`src/rtl/writeback_arbiter_pkg.sv`:
```
// Shared types and constants for the register-file writeback stage.
package writeback_arbiter_pkg;

    localparam int DATA_W = 32;
    localparam int ADDR_W = 5;

    localparam logic [ADDR_W-1:0] REG_ZERO = '0;
    localparam logic [ADDR_W-1:0] REG_LAST = ADDR_W'(31);

    // One buffered FP result; hi is only meaningful for double writes.
    typedef struct packed {
        logic [ADDR_W-1:0] dstReg;
        logic              isDouble;
        logic [DATA_W-1:0] lo;
        logic [DATA_W-1:0] hi;
    } fpEntry_t;

    // Register 0 is never written, and a double at the last index would wrap its pair.
    function automatic logic fpDestIllegal(input fpEntry_t e);
        return (e.dstReg == REG_ZERO) || (e.isDouble && (e.dstReg == REG_LAST));
    endfunction

endpackage

```
`src/rtl/writeback_arbiter_if.sv`:
```
// Result buses into the writeback stage and register-file write ports out of it.
interface writeback_arbiter_if;
    import writeback_arbiter_pkg::*;

    logic              int_valid;
    logic [ADDR_W-1:0] int_reg;
    logic [DATA_W-1:0] int_data;
    logic              int_stall;

    logic              fp_valid;
    logic              fp_ready;
    logic [ADDR_W-1:0] fp_reg;
    logic              fp_double;
    logic [DATA_W-1:0] fp_data_lo;
    logic [DATA_W-1:0] fp_data_hi;

    logic [ADDR_W-1:0] writeReg;
    logic [DATA_W-1:0] writeData;
    logic              regWrite;
    logic [ADDR_W-1:0] writeRegf;
    logic [DATA_W-1:0] writeData1f;
    logic [DATA_W-1:0] writeData2f;
    logic              regWritef;
    logic              regDWritef;
    logic              err_fp_reg;

    // Producer side: execution units feeding results, register file observing writes.
    modport master (
        output int_valid, int_reg, int_data,
        output fp_valid, fp_reg, fp_double, fp_data_lo, fp_data_hi,
        input  int_stall, fp_ready,
        input  writeReg, writeData, regWrite,
        input  writeRegf, writeData1f, writeData2f, regWritef, regDWritef, err_fp_reg
    );

    // Writeback stage side.
    modport slave (
        input  int_valid, int_reg, int_data,
        input  fp_valid, fp_reg, fp_double, fp_data_lo, fp_data_hi,
        output int_stall, fp_ready,
        output writeReg, writeData, regWrite,
        output writeRegf, writeData1f, writeData2f, regWritef, regDWritef, err_fp_reg
    );

endinterface

```
`src/rtl/writeback_arbiter_fp_fifo.sv`:
```
// Synchronous FIFO holding FP results until the register file has a free write slot.
module wb_fp_fifo
    import writeback_arbiter_pkg::*;
#(
    parameter int DEPTH = 4
) (
    input  logic     clk,
    input  logic     rst_n,
    input  logic     push,
    input  fpEntry_t pushData,
    input  logic     pop,
    output logic     ready,
    output logic     empty,
    output fpEntry_t head
);

    localparam int PTR_W = $clog2(DEPTH);
    localparam int CNT_W = PTR_W + 1;

    logic [PTR_W-1:0] wrPtr;
    logic [PTR_W-1:0] rdPtr;
    logic [CNT_W-1:0] count;
    logic [CNT_W-1:0] countNext;
    fpEntry_t         mem [DEPTH];

    assign countNext = count + CNT_W'(push) - CNT_W'(pop);
    assign head      = mem[rdPtr];

    // Pointers, occupancy and the registered ready/empty flags; ready stays low in reset.
    always_ff @(posedge clk) begin
        if (!rst_n) begin
            wrPtr <= '0;
            rdPtr <= '0;
            count <= '0;
            ready <= 1'b0;
            empty <= 1'b1;
        end else begin
            if (push) wrPtr <= wrPtr + PTR_W'(1);
            if (pop)  rdPtr <= rdPtr + PTR_W'(1);
            count <= countNext;
            ready <= (countNext != CNT_W'(DEPTH));
            empty <= (countNext == '0);
        end
    end

    // Entry storage needs no reset; occupancy decides what is valid.
    always_ff @(posedge clk) begin
        if (push) mem[wrPtr] <= pushData;
    end

endmodule

```
`src/rtl/writeback_arbiter.sv`:
```
// Writeback stage: serializes integer and FP results onto the register-file write ports.
module writeback_arbiter
    import writeback_arbiter_pkg::*;
#(
    parameter int FP_DEPTH     = 4,
    parameter int STARVE_LIMIT = 8
) (
    input logic               clk,
    input logic               rst_n,
    writeback_arbiter_if.slave bus
);

    localparam int CNT_W = $clog2(STARVE_LIMIT + 1);

    fpEntry_t         pushEntry;
    fpEntry_t         headEntry;
    logic             fifoReady;
    logic             fifoEmpty;
    logic             fpPush;
    logic             fpPop;
    logic             headIllegal;
    logic [CNT_W-1:0] starveCnt;
    logic [CNT_W-1:0] starveNext;

    assign pushEntry = '{dstReg: bus.fp_reg, isDouble: bus.fp_double,
                         lo: bus.fp_data_lo, hi: bus.fp_data_hi};
    assign fpPush      = bus.fp_valid && fifoReady;
    // Integer results cannot wait, so the FIFO only drains on int-free cycles.
    assign fpPop       = !bus.int_valid && !fifoEmpty;
    assign headIllegal = fpDestIllegal(headEntry);
    assign bus.fp_ready = fifoReady;

    wb_fp_fifo #(.DEPTH(FP_DEPTH)) fpFifo (
        .clk      (clk),
        .rst_n    (rst_n),
        .push     (fpPush),
        .pushData (pushEntry),
        .pop      (fpPop),
        .ready    (fifoReady),
        .empty    (fifoEmpty),
        .head     (headEntry)
    );

    // Count int wins that leave FP waiting; the limit cycle always restarts the count.
    always_comb begin
        starveNext = starveCnt;
        if (fifoEmpty || fpPop || (starveCnt == CNT_W'(STARVE_LIMIT))) begin
            starveNext = '0;
        end else if (bus.int_valid) begin
            starveNext = starveCnt + CNT_W'(1);
        end
    end

    // Starvation counter and the one-cycle stall request to upstream.
    always_ff @(posedge clk) begin
        if (!rst_n) begin
            starveCnt     <= '0;
            bus.int_stall <= 1'b0;
        end else begin
            starveCnt     <= starveNext;
            bus.int_stall <= (starveNext == CNT_W'(STARVE_LIMIT));
        end
    end

    // Registered write ports: integer grant or FIFO head, never both.
    always_ff @(posedge clk) begin
        if (!rst_n) begin
            bus.regWrite    <= 1'b0;
            bus.writeReg    <= '0;
            bus.writeData   <= '0;
            bus.regWritef   <= 1'b0;
            bus.regDWritef  <= 1'b0;
            bus.writeRegf   <= '0;
            bus.writeData1f <= '0;
            bus.writeData2f <= '0;
            bus.err_fp_reg  <= 1'b0;
        end else begin
            bus.regWrite  <= bus.int_valid && (bus.int_reg != REG_ZERO);
            bus.writeReg  <= bus.int_valid ? bus.int_reg : '0;
            bus.writeData <= bus.int_valid ? bus.int_data : '0;

            bus.regWritef   <= fpPop && !headIllegal && !headEntry.isDouble;
            bus.regDWritef  <= fpPop && !headIllegal && headEntry.isDouble;
            bus.err_fp_reg  <= fpPop && headIllegal;
            bus.writeRegf   <= (fpPop && !headIllegal) ? headEntry.dstReg : '0;
            bus.writeData1f <= (fpPop && !headIllegal) ? headEntry.lo : '0;
            bus.writeData2f <= (fpPop && !headIllegal && headEntry.isDouble) ? headEntry.hi : '0;
        end
    end

endmodule

```
`src/flat_wrapper.sv`:
```
// flat-port wrapper written by rule: the top's interface ports become plain ports
module writeback_arbiter_flat import writeback_arbiter_pkg::*;
#(
    parameter int FP_DEPTH     = 4,
    parameter int STARVE_LIMIT = 8
)
  (clk, rst_n, bus_int_valid, bus_int_reg, bus_int_data, bus_fp_valid, bus_fp_reg, bus_fp_double, bus_fp_data_lo, bus_fp_data_hi, bus_int_stall, bus_fp_ready, bus_writeReg, bus_writeData, bus_regWrite, bus_writeRegf, bus_writeData1f, bus_writeData2f, bus_regWritef, bus_regDWritef, bus_err_fp_reg);
  writeback_arbiter_if bus_i ();
  input logic clk;
  input logic rst_n;
  input wire logic [$bits(bus_i.int_valid)-1:0] bus_int_valid;
  input wire logic [$bits(bus_i.int_reg)-1:0] bus_int_reg;
  input wire logic [$bits(bus_i.int_data)-1:0] bus_int_data;
  input wire logic [$bits(bus_i.fp_valid)-1:0] bus_fp_valid;
  input wire logic [$bits(bus_i.fp_reg)-1:0] bus_fp_reg;
  input wire logic [$bits(bus_i.fp_double)-1:0] bus_fp_double;
  input wire logic [$bits(bus_i.fp_data_lo)-1:0] bus_fp_data_lo;
  input wire logic [$bits(bus_i.fp_data_hi)-1:0] bus_fp_data_hi;
  output wire logic [$bits(bus_i.int_stall)-1:0] bus_int_stall;
  output wire logic [$bits(bus_i.fp_ready)-1:0] bus_fp_ready;
  output wire logic [$bits(bus_i.writeReg)-1:0] bus_writeReg;
  output wire logic [$bits(bus_i.writeData)-1:0] bus_writeData;
  output wire logic [$bits(bus_i.regWrite)-1:0] bus_regWrite;
  output wire logic [$bits(bus_i.writeRegf)-1:0] bus_writeRegf;
  output wire logic [$bits(bus_i.writeData1f)-1:0] bus_writeData1f;
  output wire logic [$bits(bus_i.writeData2f)-1:0] bus_writeData2f;
  output wire logic [$bits(bus_i.regWritef)-1:0] bus_regWritef;
  output wire logic [$bits(bus_i.regDWritef)-1:0] bus_regDWritef;
  output wire logic [$bits(bus_i.err_fp_reg)-1:0] bus_err_fp_reg;
  assign bus_i.int_valid = bus_int_valid;
  assign bus_i.int_reg = bus_int_reg;
  assign bus_i.int_data = bus_int_data;
  assign bus_i.fp_valid = bus_fp_valid;
  assign bus_i.fp_reg = bus_fp_reg;
  assign bus_i.fp_double = bus_fp_double;
  assign bus_i.fp_data_lo = bus_fp_data_lo;
  assign bus_i.fp_data_hi = bus_fp_data_hi;
  assign bus_int_stall = bus_i.int_stall;
  assign bus_fp_ready = bus_i.fp_ready;
  assign bus_writeReg = bus_i.writeReg;
  assign bus_writeData = bus_i.writeData;
  assign bus_regWrite = bus_i.regWrite;
  assign bus_writeRegf = bus_i.writeRegf;
  assign bus_writeData1f = bus_i.writeData1f;
  assign bus_writeData2f = bus_i.writeData2f;
  assign bus_regWritef = bus_i.regWritef;
  assign bus_regDWritef = bus_i.regDWritef;
  assign bus_err_fp_reg = bus_i.err_fp_reg;
  writeback_arbiter #(.FP_DEPTH(FP_DEPTH), .STARVE_LIMIT(STARVE_LIMIT)) u_core (.clk(clk), .rst_n(rst_n), .bus(bus_i));
endmodule
```
`config.mk`:
```
export PLATFORM = sky130hd
export DESIGN_NAME = writeback_arbiter_flat
export DESIGN_NICKNAME = d
export VERILOG_FILES = /design/src/rtl/writeback_arbiter_pkg.sv /design/src/rtl/writeback_arbiter_if.sv /design/src/rtl/writeback_arbiter_fp_fifo.sv /design/src/rtl/writeback_arbiter.sv /design/src/flat_wrapper.sv
export SDC_FILE = /design/constraint.sdc
export NUM_CORES = 1
export LEC_CHECK = 0
export ABC_AREA = 1
export CAP_MARGIN = 25
export CORE_MARGIN = 2
export CORE_UTILIZATION = 51
export CTS_CLUSTER_DIAMETER = 50
export DETAILED_ROUTE_END_ITERATION = 10
export PLACE_DENSITY = 0.85
export SLEW_MARGIN = 20
export SYNTH_ARGS = -nofsm -noshare
export SYNTH_HDL_FRONTEND = slang
export SYNTH_SLANG_ARGS = --single-unit
```
`constraint.sdc`:
```
create_clock -name clk -period 6.5 [get_ports clk]
set_input_delay 0.65 -clock clk [delete_from_list [all_inputs] [get_ports clk]]
set_output_delay 0.65 -clock clk [all_outputs]
set_load 0.02 [all_outputs]
```
Word-level counts from Yosys, hierarchy flattened

Memories as Yosys holds them, arrays and structs flattened. A register that Yosys moved wholly into a read port is not among the register bits.
Cells that the tools add are included.

Add/sub/neg operators: 5
Multipliers: 0
Div/mod/pow operators: 0
Magnitude comparators: 0
Eq/ne operators: 4
Shift-type cells: 0
Muxes and demuxes: 6
Bitwise operators: 0
Reduce and logical (&&, ||, !) cells: 21

Operators with widths:

| kind                                                           | number |
|---|---|
| 4-bit equality test (second input constant)                    | 2 |
| 1-bit logical AND                                              | 8 |
| 4-bit two-way mux                                              | 2 |
| 2-bit AND reduction                                            | 3 |
| 5-bit equality test (second input constant)                    | 1 |
| 5-bit logical NOT                                              | 1 |
| 5-bit nonzero test                                             | 1 |
| 2-bit by 1-bit adder with 2-bit output (second input constant) | 2 |
| 4-bit by 1-bit adder with 4-bit output (second input constant) | 1 |
| 1-bit logical NOT                                              | 4 |
| 2-bit two-way mux                                              | 2 |
| 3-bit by 1-bit adder with 3-bit output                         | 1 |
| 3-bit logical NOT                                              | 1 |
| 1-bit logical OR                                               | 3 |
| 3-bit != test (second input constant)                          | 1 |
| 3-bit by 1-bit subtractor with 3-bit output                    | 1 |
| 1-bit two-way mux                                              | 2 |

Bits in registers: 124
Bits in latches: 0
RAM bits: 280
Bits in read-only memories: 0
Input port bits: 111
Output and inout port bits: 112
Logic and storage cells: 53
Memories kept: 1

Memories:

| name              | words | width | rd ports | clocked after memory_dff | write ports | line                            | RTL |
|---|---|---|---|---|---|---|---|
| u_core.fpFifo.mem | 4     | 70    | 1        | 1                        | 1           | writeback_arbiter_fp_fifo.sv:24 | `fpEntry_t mem [DEPTH];` |

Logic depth before layout (Yosys ltp)

Gate-level depths: netlist of the first run.

Depth after elaboration: 7
Gate-level depth with buffers: 14
Mapped depth without buffers: 11

By module

Synthesis of the first run repeated with hierarchy kept, for this count alone.

Cells, all modules: 1133
Area total of the unflattened synthesis: 15058.2 µm²

Modules (own cells, without submodules):

| module            | instances | cells each | area an instance (µm²) | sequential area each (µm²) |
|---|---|---|---|---|
| wb_fp_fifo        | 1         | 739        | 11446.0                | 8628.3 |
| writeback_arbiter | 1         | 394        | 3612.2                 | 2302.2 |

Worst setup path before layout of the first run

Ideal clock, no wire load.

Path kind: input to register
Start: in bus_fp_valid
End: mem u_core.fpFifo.mem[0][0] (netlist name) (enable)
Setup time: 0.499 ns
Data arrival time: 3.749 ns
Data required time: 6.001 ns
Path slack: 2.252 ns
Stages: 2
Buffers on the path: 0
Cells stage by stage: nand2_1 > nor2_1

Longest elaborated chain between the ends: 3

RTL lines:

| element                                 | line                            | RTL |
|---|---|---|
| start, declared                         | flat_wrapper.sv:14              | `input wire logic [$bits(bus_i.fp_valid)-1:0] bus_fp_valid;` |
| 1-bit logical AND                       | writeback_arbiter.sv:27         | `assign fpPush = bus.fp_valid && fifoReady;` |
| 1-bit two-way mux                       | writeback_arbiter_fp_fifo.sv:48 | `if (push) mem[wrPtr] <= pushData;` |
| 1-bit two-way mux (implied by the code) | writeback_arbiter_fp_fifo.sv:48 |  |
| end, declared                           | writeback_arbiter_fp_fifo.sv:24 |  |

Every way passes these cells.

==> run_results.csv, run 1 <==
group,metric,value,unit
clocking,cts_tree,"built",
final_layout,final_common_cell,"edfxtp_1",
clocking,cts.reportedPaths.clkPinSlew,0.06,ns
global_route,grt_antenna_before_repair,5,
clocking,max-clock-path-buffers,3,
final_layout,areaGrowthSynthToFinish,29.21,%
final_layout,layout.filler_cells,1793,
timing,maxClockFrequency,315.7,MHz
routing,detail_route.drc_violations,0,
yosys,synth_fp_nets,1240,
global_route,grt_overflow,0,
clocking,clockRootBuffer,"clkbuf_16",
setup_path,crit_path_class,"reg -> reg",
clocking,worst_skew_pair.late_latency,0.54,ns
final_layout,design.final.nets,1463,
global_route,first_pass_grt_wire_length,46040,um
final_layout,drive_gt1_share,6.463,%
yosys,synth.yosys.warnings,0,
clocking,postCtsResizedCells,0,
global_route,grt_pass1_vias,9083,
timing,setup_tns,0,ns
timing,post_route_clock_skew,0.02736,ns
power,power.share.switching,25.92,%
final_layout,register_name_with_the_most_flops,"u_core.fpFifo.mem",
setup_path,critical_path_arrival,3.56,ns
routing,avgViaCountPerCell,5.208,
final_layout,ff_latch_area,10940,um^2
global_route,grt_max_degree,100,
timing,final-max-slew-violation-count,0,
routing,via_count,9124,
final_layout,final_core_util,67.33,%
placed_design,placement.io_buffers,222,
final_layout,mostFrequentLayoutCells,"280 x edfxtp_1, 253 x nor2_1, 222 x clkdlybuf4s50_1, 130 x o21ai_0, 124 x dfxtp_1",
power,report.power.total,6.638,mW
floorplanning,dieHeight,170.4,um
power,vdd.ir_drop.worst,0.2670,mV
clocking,clock_sinks,406,
placed_design,dp_hpwl,17420,um
run_status,status,"finished clean",
floorplanning,design.core.area,27100,um^2
floorplanning,row_count,60,
global_route,grt_usage,20.51,%
yosys,syn-instance-count,1120,
yosys,ys_top_cells_by_area,"edfxtp_1 60%, dfxtp_1 18%, nor2_1 6.8%, o21ai_0 4.6%, inv_1 3.3%",
yosys,synth.ff_latch_count,406,
timing,final_clock_period_utilization_by_the_worst_path,48.74,%
clocking,numCtsBuffers,42,
power,share_comb_of_total_power,15.8,%
routing,detail_route.iter0.violations,932,
routing,drt-total-wl,30430,um
timing,finalHoldViolCount,0,
floorplanning,die_width,170.4,um
timing,setup_viol,0,
timing,worst_pin_slew,0.9872,ns
yosys,post_synth_instance_area,14120,um^2
power,clockPowerShare,37.3,%
yosys,ys_types,23,
hold_path,min-delay-path-class,"reg -> reg",
timing,slew_headroom,34.19,%
power,power.leakage,6.884,nW
setup_path,cp_data_required_time,6.89,ns
yosys,yosysSeqAreaShare,77.40,%
final_layout,largest_reg_flops,280,
yosys,syn-mean-instance-area,12.61,um^2
final_layout,multiInputGateArea,2512,um^2
hold_path,worstHoldStart,"u_core.starveCnt[0]",
routing,drt_first_pass_iters,6,
setup_path,timing.critical_path.fanout_max,99,
timing,time_the_final_worst_path_needs_with_i_o_delays_and_setup,3.168,ns
floorplanning,io_pins,223,
floorplanning,initial_standard_cell_utilization_of_the_core,52.11,%
clocking,max_h_tree_level,2,
clocking,postCtsHoldBufs,0,
job,timing.max_cap.violations,0,
placed_design,gp_routability_congestion,0.7993,
yosys,synthDominantCellAreaShare,59.54,%
floorplanning,die_area,29040,um^2
power,power.density_cell_area,363.8,nW/um^2
power,total_internal_power,4.917,mW
clocking,cts_setup_buffers,0,
timing,rsz_0062_raised_after_global_routing,"no",
power,total_switching_power,1.721,mW
yosys,synthDominantAreaCellType,"edfxtp_1",
routing,remaining_antenna_violation_count_after_routing,0,
routing,wire_per_inst,17.37,um
setup_path,critPathLaunchType,"register",
power,share_seq_of_total_power,46.9,%
setup_path,worst_setup_path_end_kind,"register",
cell type report:
cell class / instances / area share, %
antenna: 3 / 0.04114
multi-input combinational: 533 / 13.77
clock inverter: 22 / 1.618
tap: 372 / 2.551
inverter: 125 / 2.599
sequential: 406 / 59.93
clock buffer: 56 / 6.384
timing repair buffer: 235 / 13.11
power groups by stage:
stage	logic [mW]	clock network, mW	registers [mW]
floorplan	0.556	0	3.23
global placement	0.979	0	3.16
detailed placement	1.01	0	3.17
CTS	1.03	2.51	3.12
global route	1.16	2.61	3.13
finish	1.05	2.48	3.11
cells in the mapped netlist:
master,n
edfxtp_1,280
nor2_1,257
o21ai_0,130
dfxtp_1,126
inv_1,123
o22ai_1,64
nand2_1,42
clkbuf_1,40
nand3_1,14
buf_2,11
ha_1,8
xor2_1,5
nor3_1,4
a21oi_1,3
buf_1,2
buf_6,2
inv_2,2
nand4_1,2
a211o_1,1
a31o_2,1
buf_4,1
fa_1,1
nand3b_1,1
through the flow:
step / hold WS [ns] / instance area (um^2) / worst slack, ns / cells
floorplan: 0.4411 / 14120 / 2.252 / 1120
global placement: 0.4617 / 16670 / 3.171 / 1667
detailed placement: 0.4817 / 16680 / 3.113 / 1667
CTS: 0.5069 / 18140 / 3.372 / 1745
global route: 0.5322 / 18250 / 3.026 / 1752
finish: 0.5036 / 18250 / 3.332 / 1752
worst max-delay path: stages (launching register included):
cell and delay (ns):
dfxtp_4 0.63, buf_4 0.85, nand2_1 0.10, nand3_1 0.14
nand2_1 0.12, nor2_1 0.14, nand3_1 0.11, nand2_1 0.08
inv_2 0.04, nand2_2 0.62, nor2_1 0.12
kinds of logic after synthesis:
logic type	Yosys count	synth area share [%]
flops	406	77.40
fa+ha+maj	9	0.8506
buf+inv	181	5.041
compound gates	199	7.672
xor+xnor	5	0.3101
simple gates	320	8.727
final timing paths:
check | endpoint | slack [ns] | cells past startpoint
worst max register to register | u_core.bus.writeData1f[24] | 3.33 | 10
worst min register to register | u_core.starveCnt[0] | 0.50 | 1
worst max-delay path | u_core.bus.writeData1f[24] | 3.33 | 10
worst min-delay path | u_core.starveCnt[0] | 0.50 | 1
routing by layer:
| metal | wire length [um] | up-vias | track usage [%] |
|---|---|---|---|
| li1 | - | 4258 | - |
| met1 | 11930 | 4357 | 25.41 |
| met2 | 14880 | 445 | 35.08 |
| met3 | 2891 | 60 | 5.512 |
| met4 | 705 | 4 | 6.726 |
| met5 | 30 | - | 0 |
Note: power is estimated with default switching activity, not from simulation.
==> inputs of run 2 (changes only) <==
Settings changed: CORE_UTILIZATION 51 to 48, PLACE_DENSITY 0.85 to 0.84.
Clock period 6.5 ns to 2.6 ns, I/O delays scaled along.
==> run 2 against run 1 <==
Effect of this change: largest cell class unchanged; first-iteration DRC count grew 1.9%; routed wire length shrank 1.3%; sequential power rose to 2.5 times the previous value; cell area shrank 0.28%; highest routed layer unchanged; flip-flop and latch count unchanged; sequential share of layout area increased by 0.17 points; final cell count increased by 0.86%; hold slack lost 0.25 ns; power grew 140%; global-route usage down 1.1 points.
==> run_results.csv, run 2 (synthesis gave the netlist of run 1 again) <==
group,metric,value,unit
run_status,status,"finished clean",
timing,slew_headroom,35.62,%
clocking,cts.reportedPaths.clkPinSlew,0.06,ns
floorplanning,io_pins,223,
routing,drt_first_pass_iters,5,
clocking,max-clock-path-buffers,3,
floorplanning,initial_standard_cell_utilization_of_the_core,48.94,%
timing,time_the_final_worst_path_needs_with_i_o_delays_and_setup,2.198,ns
floorplanning,die_area,30810,um^2
routing,remaining_antenna_violation_count_after_routing,0,
floorplanning,dieHeight,175.5,um
timing,setup_slack,0.4020,ns
timing,setup_viol,0,
floorplanning,row_count,62,
placed_design,dp_hpwl,16970,um
placed_design,gp_routability_congestion,0.7330,
setup_path,timing.reg2reg.worst_path_depth,10,
global_route,grt_pass1_vias,9051,
final_layout,register_name_with_the_most_flops,"u_core.fpFifo.mem",
placed_design,dp_slack,0.1336,ns
floorplanning,die_width,175.5,um
hold_path,min-delay-path-class,"in -> reg",
setup_path,worst_setup_path_end_kind,"register",
hold_path,worstHoldStart,"bus_int_data[23]",
placed_design,placed_cell_area,16810,um^2
hold_path,worst_hold_path.endpoint,"u_core.bus.writeData[23]",
timing,maxClockFrequency,455.0,MHz
setup_path,critPathLaunchType,"register",
clocking,clockRootBuffer,"clkbuf_16",
timing,finalHoldWorstSlack,0.2565,ns
timing,post_route_clock_skew,0.01913,ns
timing,worst_pin_slew,0.9657,ns
final_layout,drive_gt1_share,6.440,%
timing,setup_tns,0,ns
final_layout,largest_reg_flops,280,
clocking,clock_sinks,406,
final_layout,layout.cell_area.non_filler,18200,um^2
final_layout,areaGrowthSynthToFinish,28.85,%
routing,avgViaCountPerCell,5.068,
setup_path,ff2ff_setup_slack,0.40,ns
routing,detail_route.iter0.violations,950,
power,power.leakage,6.847,nW
final_layout,mostFrequentLayoutCells,"280 x edfxtp_1, 253 x nor2_1, 222 x clkdlybuf4s50_1, 130 x o21ai_0, 124 x dfxtp_1",
power,vdd.ir_drop.worst,0.5424,mV
setup_path,timing.critical_path.fanout_max,30,
clocking,cts_tree,"built",
hold_path,timing.hold.worst_path_depth,3,
placed_design,placement.io_buffers,222,
global_route,grt_overflow,0,
power,power.density_cell_area,890.3,nW/um^2
timing,final_clock_period_utilization_by_the_worst_path,84.54,%
routing,drt-total-wl,30030,um
setup_path,cp_data_required_time,3.00,ns
global_route,grt_antenna_before_repair,2,
floorplanning,design.core.area,28860,um^2
final_layout,design.final.nets,1468,
global_route,first_pass_grt_wire_length,46800,um
timing,finalHoldViolCount,0,
routing,wire_per_inst,17.00,um
job,timing.max_cap.violations,0,
timing,rsz_0062_raised_after_global_routing,"no",
global_route,grt_usage,19.45,%
final_layout,final_common_cell,"edfxtp_1",
timing,final-max-slew-violation-count,0,
clocking,numCtsBuffers,43,
setup_path,crit_path_class,"reg -> reg",
clocking,max_h_tree_level,2,
clocking,worst_skew_pair.late_latency,0.52,ns
clocking,cts_setup_buffers,0,
setup_path,rr_endpoint,"u_core.bus.writeData1f[20]",
global_route,grt_max_degree,97,
setup_path,critical_path_arrival,2.60,ns
clocking,postCtsHoldBufs,0,
routing,via_count,8955,
clocking,postCtsResizedCells,0,
routing,detail_route.drc_violations,0,
run 2: area by class of cell:
type | count | area [um^2]
antenna | 1 | 2.502
clock buffer | 65 | 1261
clock inverter | 14 | 120.1
fill | 2095 | 10660
inverter | 125 | 471.7
multi-input combinational | 533 | 2512
sequential | 406 | 10940
tap | 384 | 480.5
timing repair buffer | 239 | 2412
run 2: per-layer routing:
layer	up-vias	part of all wire, %	global-route usage [%]
li1	4261	-	-
met1	4281	40	24.26
met2	358	49	33.42
met3	53	9.1	5.693
met4	2	2.0	4.959
met5	-	0.040	0
run 2: worst max-delay path by stage:
stage | cells after the start | to
6_report | 10 | u_core.bus.writeData1f[20]
3_5_place_dp | 10 | u_core.fpFifo.ready
2_1_floorplan | 2 | u_core.fpFifo.mem[0][0]
4_1_cts | 10 | u_core.bus.writeData1f[20]
3_3_place_gp | 10 | u_core.fpFifo.ready
5_1_grt | 10 | u_core.bus.writeData1f[20]
run 2: stage by stage:
step | instances | util (%) | power (mW)
after global placement | 1687 | 58.26 | 10.40
after detailed placement | 1687 | 58.26 | 10.51
final | 1767 | 63.06 | 16.20
after CTS | 1766 | 63.05 | 16.32
after global routing | 1766 | 63.05 | 16.91
after floorplan | 1120 | - | 9.441
run 2: critical path, cell delays in order (launching register included):
cell	delay, ns
dfxtp_2	0.54
inv_2	0.30
nand3_1	0.18
nand2_1	0.11
nor2_1	0.15
nand3_1	0.12
nand2_1	0.09
inv_2	0.04
nand2_2	0.21
buf_12	0.25
nor2_1	0.07
run 2: power by group:
| part | internal, mW | total, mW | switching, mW |
|---|---|---|---|
| registers | 7.57 | 7.78 | 0.210 |
| logic | 0.951 | 2.61 | 1.66 |
| clock network | 3.47 | 5.81 | 2.34 |
| total | 12.0 | 16.2 | 4.21 |
==> inputs of run 3 (changes only) <==
Clock period 2.6 ns to 1.8 ns, I/O delays scaled along.
==> run 3 against run 2 <==
Effect of this change: the flow now finishes with violations (negative setup slack); core utilization increased by 1.5 points; routed wire length increased by 3.4%; die area unchanged; critical endpoint is now u_core.fpFifo.ready; flip-flop and latch count unchanged; cell area increased by 2.3%; clock-buffer cell count decreased by 12; sequential power increased by 44%; power increased by 47%; register-to-register slack got worse by 0.56 ns; global-route usage decreased by 0.093 points.
==> run_results.csv, run 3 (synthesis gave the netlist of run 1 again) <==
group,metric,value,unit
final_layout,layout.cell_area.non_filler,18620,um^2
final_layout,register_name_with_the_most_flops,"u_core.fpFifo.mem",
final_layout,ff_latch_area,10940,um^2
timing,maxClockFrequency,510.2,MHz
timing,final-max-slew-violation-count,0,
run_status,status,"finished with violations",
clocking,cts.reportedPaths.clkPinSlew,0.06,ns
clocking,worst_skew_pair.late_latency,0.53,ns
power,share_seq_of_total_power,47.1,%
hold_path,min-delay-path-class,"in -> reg",
floorplanning,initial_standard_cell_utilization_of_the_core,48.94,%
final_layout,layout.filler_cells,2033,
placed_design,dp_hpwl,18530,um
timing,time_the_final_worst_path_needs_with_i_o_delays_and_setup,1.960,ns
placed_design,placement.io_buffers,222,
timing,rsz_0062_raised_after_global_routing,"yes",
floorplanning,die_width,175.5,um
final_layout,design.final.nets,1491,
routing,detail_route.iter0.violations,730,
global_route,grt_max_degree,71,
global_route,grt_antenna_before_repair,5,
clocking,cts_tree,"built",
routing,remaining_antenna_violation_count_after_routing,0,
power,power.leakage,7.047,nW
final_layout,drive_gt1_share,10.05,%
routing,dr_wl_met3,2929,um
routing,avgViaCountPerCell,5.129,
setup_path,critical_path_arrival,2.37,ns
power,total_switching_power,6.219,mW
global_route,grt_pass1_vias,9276,
timing,worst_pin_slew,0.5257,ns
floorplanning,io_pins,223,
timing,post_route_clock_skew,0.01824,ns
global_route,grt_overflow,0,
final_layout,largest_reg_flops,280,
setup_path,critical_path.n_buffers_inverters,2,
power,share_comb_of_total_power,17.9,%
clocking,postCtsHoldBufs,0,
timing,setup_slack,-0.1602,ns
final_layout,final_core_util,64.52,%
global_route,first_pass_grt_wire_length,46820,um
routing,detail_route.drc_violations,0,
power,power.density_cell_area,1278,nW/um^2
final_layout,final_common_cell,"edfxtp_1",
global_route,grt_usage,19.35,%
setup_path,crit_path_class,"reg -> reg",
setup_path,worstPathCellList,"nor2_4 > ha_4 > inv_4 > ha_4 > inv_2 > fa_2 > xor2_2 > xor2_1 > a211o_1",
routing,drt_first_pass_iters,5,
power,power.share.switching,26.13,%
setup_path,worst_setup_path_end_kind,"register",
clocking,clockRootBuffer,"clkbuf_16",
power,clockPowerShare,34.9,%
setup_path,cp_data_required_time,2.21,ns
placed_design,gp_routability_congestion,0.7849,
routing,dr_wl_met2,15410,um
setup_path,path_delay_family,"adder cells",
timing,setup_viol,3,
setup_path,timing.critical_path.fanout_max,2,
setup_path,critical_path.max_stage_delay,0.35,ns
setup_path,crit_top_cell,"ha_4",
clocking,max_h_tree_level,2,
routing,drt-total-wl,31060,um
routing,via_count,9176,
run_status,failed_checks,"negative setup slack",
final_layout,mostFrequentLayoutCells,"280 x edfxtp_1, 244 x nor2_1, 222 x clkdlybuf4s50_1, 130 x o21ai_0, 120 x dfxtp_1",
clocking,numCtsBuffers,40,
job,timing.max_cap.violations,0,
floorplanning,design.core.area,28860,um^2
timing,finalHoldViolCount,0,
clocking,max-clock-path-buffers,3,
routing,routed_length_on_met1,12070,um
setup_path,critPathSlowestCell,"fa_2",
routing,highest-signal-layer,"met5",
timing,slew_headroom,64.95,%
final_layout,areaGrowthSynthToFinish,31.84,%
clocking,clock_sinks,406,
floorplanning,row_count,62,
floorplanning,die_area,30810,um^2
placed_design,placed_cell_area,17040,um^2
routing,wire_per_inst,17.36,um
setup_path,critPathLaunchType,"register",
timing,final_clock_period_utilization_by_the_worst_path,108.9,%
final_layout,multiInputGateArea,2592,um^2
power,report.power.total,23.80,mW
floorplanning,dieHeight,175.5,um
power,vdd.ir_drop.worst,0.9804,mV
power,total_internal_power,17.58,mW
run 3: layout make-up:
cell class,instances,area share [%]
Antenna cell,2,0.02688
Sequential cell,406,58.77
Clock inverter,21,1.136
Inverter,125,2.601
Timing Repair Buffer,265,14.93
Multi-Input combinational cell,533,13.92
Tap cell,384,2.580
Clock buffer,53,6.028
run 3: path summary, 6_finish.rpt:
kind                               to  cells past startpoint                   start  slack, ns
min          u_core.bus.writeData[10]                      3        bus_int_data[10]       0.18
max reg2reg       u_core.fpFifo.ready                      9     u_core.fpFifo.empty      -0.16
max               u_core.fpFifo.ready                      9     u_core.fpFifo.empty      -0.16
min reg2reg    u_core.fpFifo.wrPtr[1]                      2  u_core.fpFifo.wrPtr[1]       0.48
run 3: repair_timing:
| item | CTS | global route |
|---|---|---|
| pin swaps | 4 | 5 |
| setup endpoints to repair | 3 | 75 |
| cloned | 0 | 4 |
| buffers inserted | 5 | 3 |
| resized for setup | 9 | 20 |
| endpoints found under the hold margin | 0 | 0 |
run 3: tightest hold or removal path, stage by stage:
cell and delay, ns:
clkdlybuf4s50_1 0.39, inv_1 0.05, nor2_1 0.03
run 3: power groups by stage:
stage               Combinational [mW]  Sequential (mW)  Clock (mW)
floorplan                         2.05             11.6           0
finish                            4.27             11.2        8.31
detailed placement                3.97             11.4           0
global route                      4.70             11.3        8.81
global placement                  3.86             11.4           0
CTS                               4.12             11.2        8.47
run 3: metal layers:
metal	up-vias	global-route usage, %
met5	-	0
met1	4434	23.50
met4	6	5.475
met3	52	6.017
li1	4310	-
met2	374	33.43
run 3: per-stage QoR:
| stage | hold WS, ns | cells | setup TNS [ns] | setup WS (ns) |
|---|---|---|---|---|
| floorplan | 0.2789 | 1120 | -54.65 | -0.2055 |
| finish | 0.1775 | 1789 | -0.2961 | -0.1602 |
| detailed placement | 0.4637 | 1703 | -1.439 | -0.4681 |
| CTS | 0.1543 | 1782 | -0.2219 | -0.1186 |
| global placement | 0.4618 | 1703 | -1.281 | -0.4337 |
| global route | 0.1725 | 1787 | -0.5327 | -0.2190 |
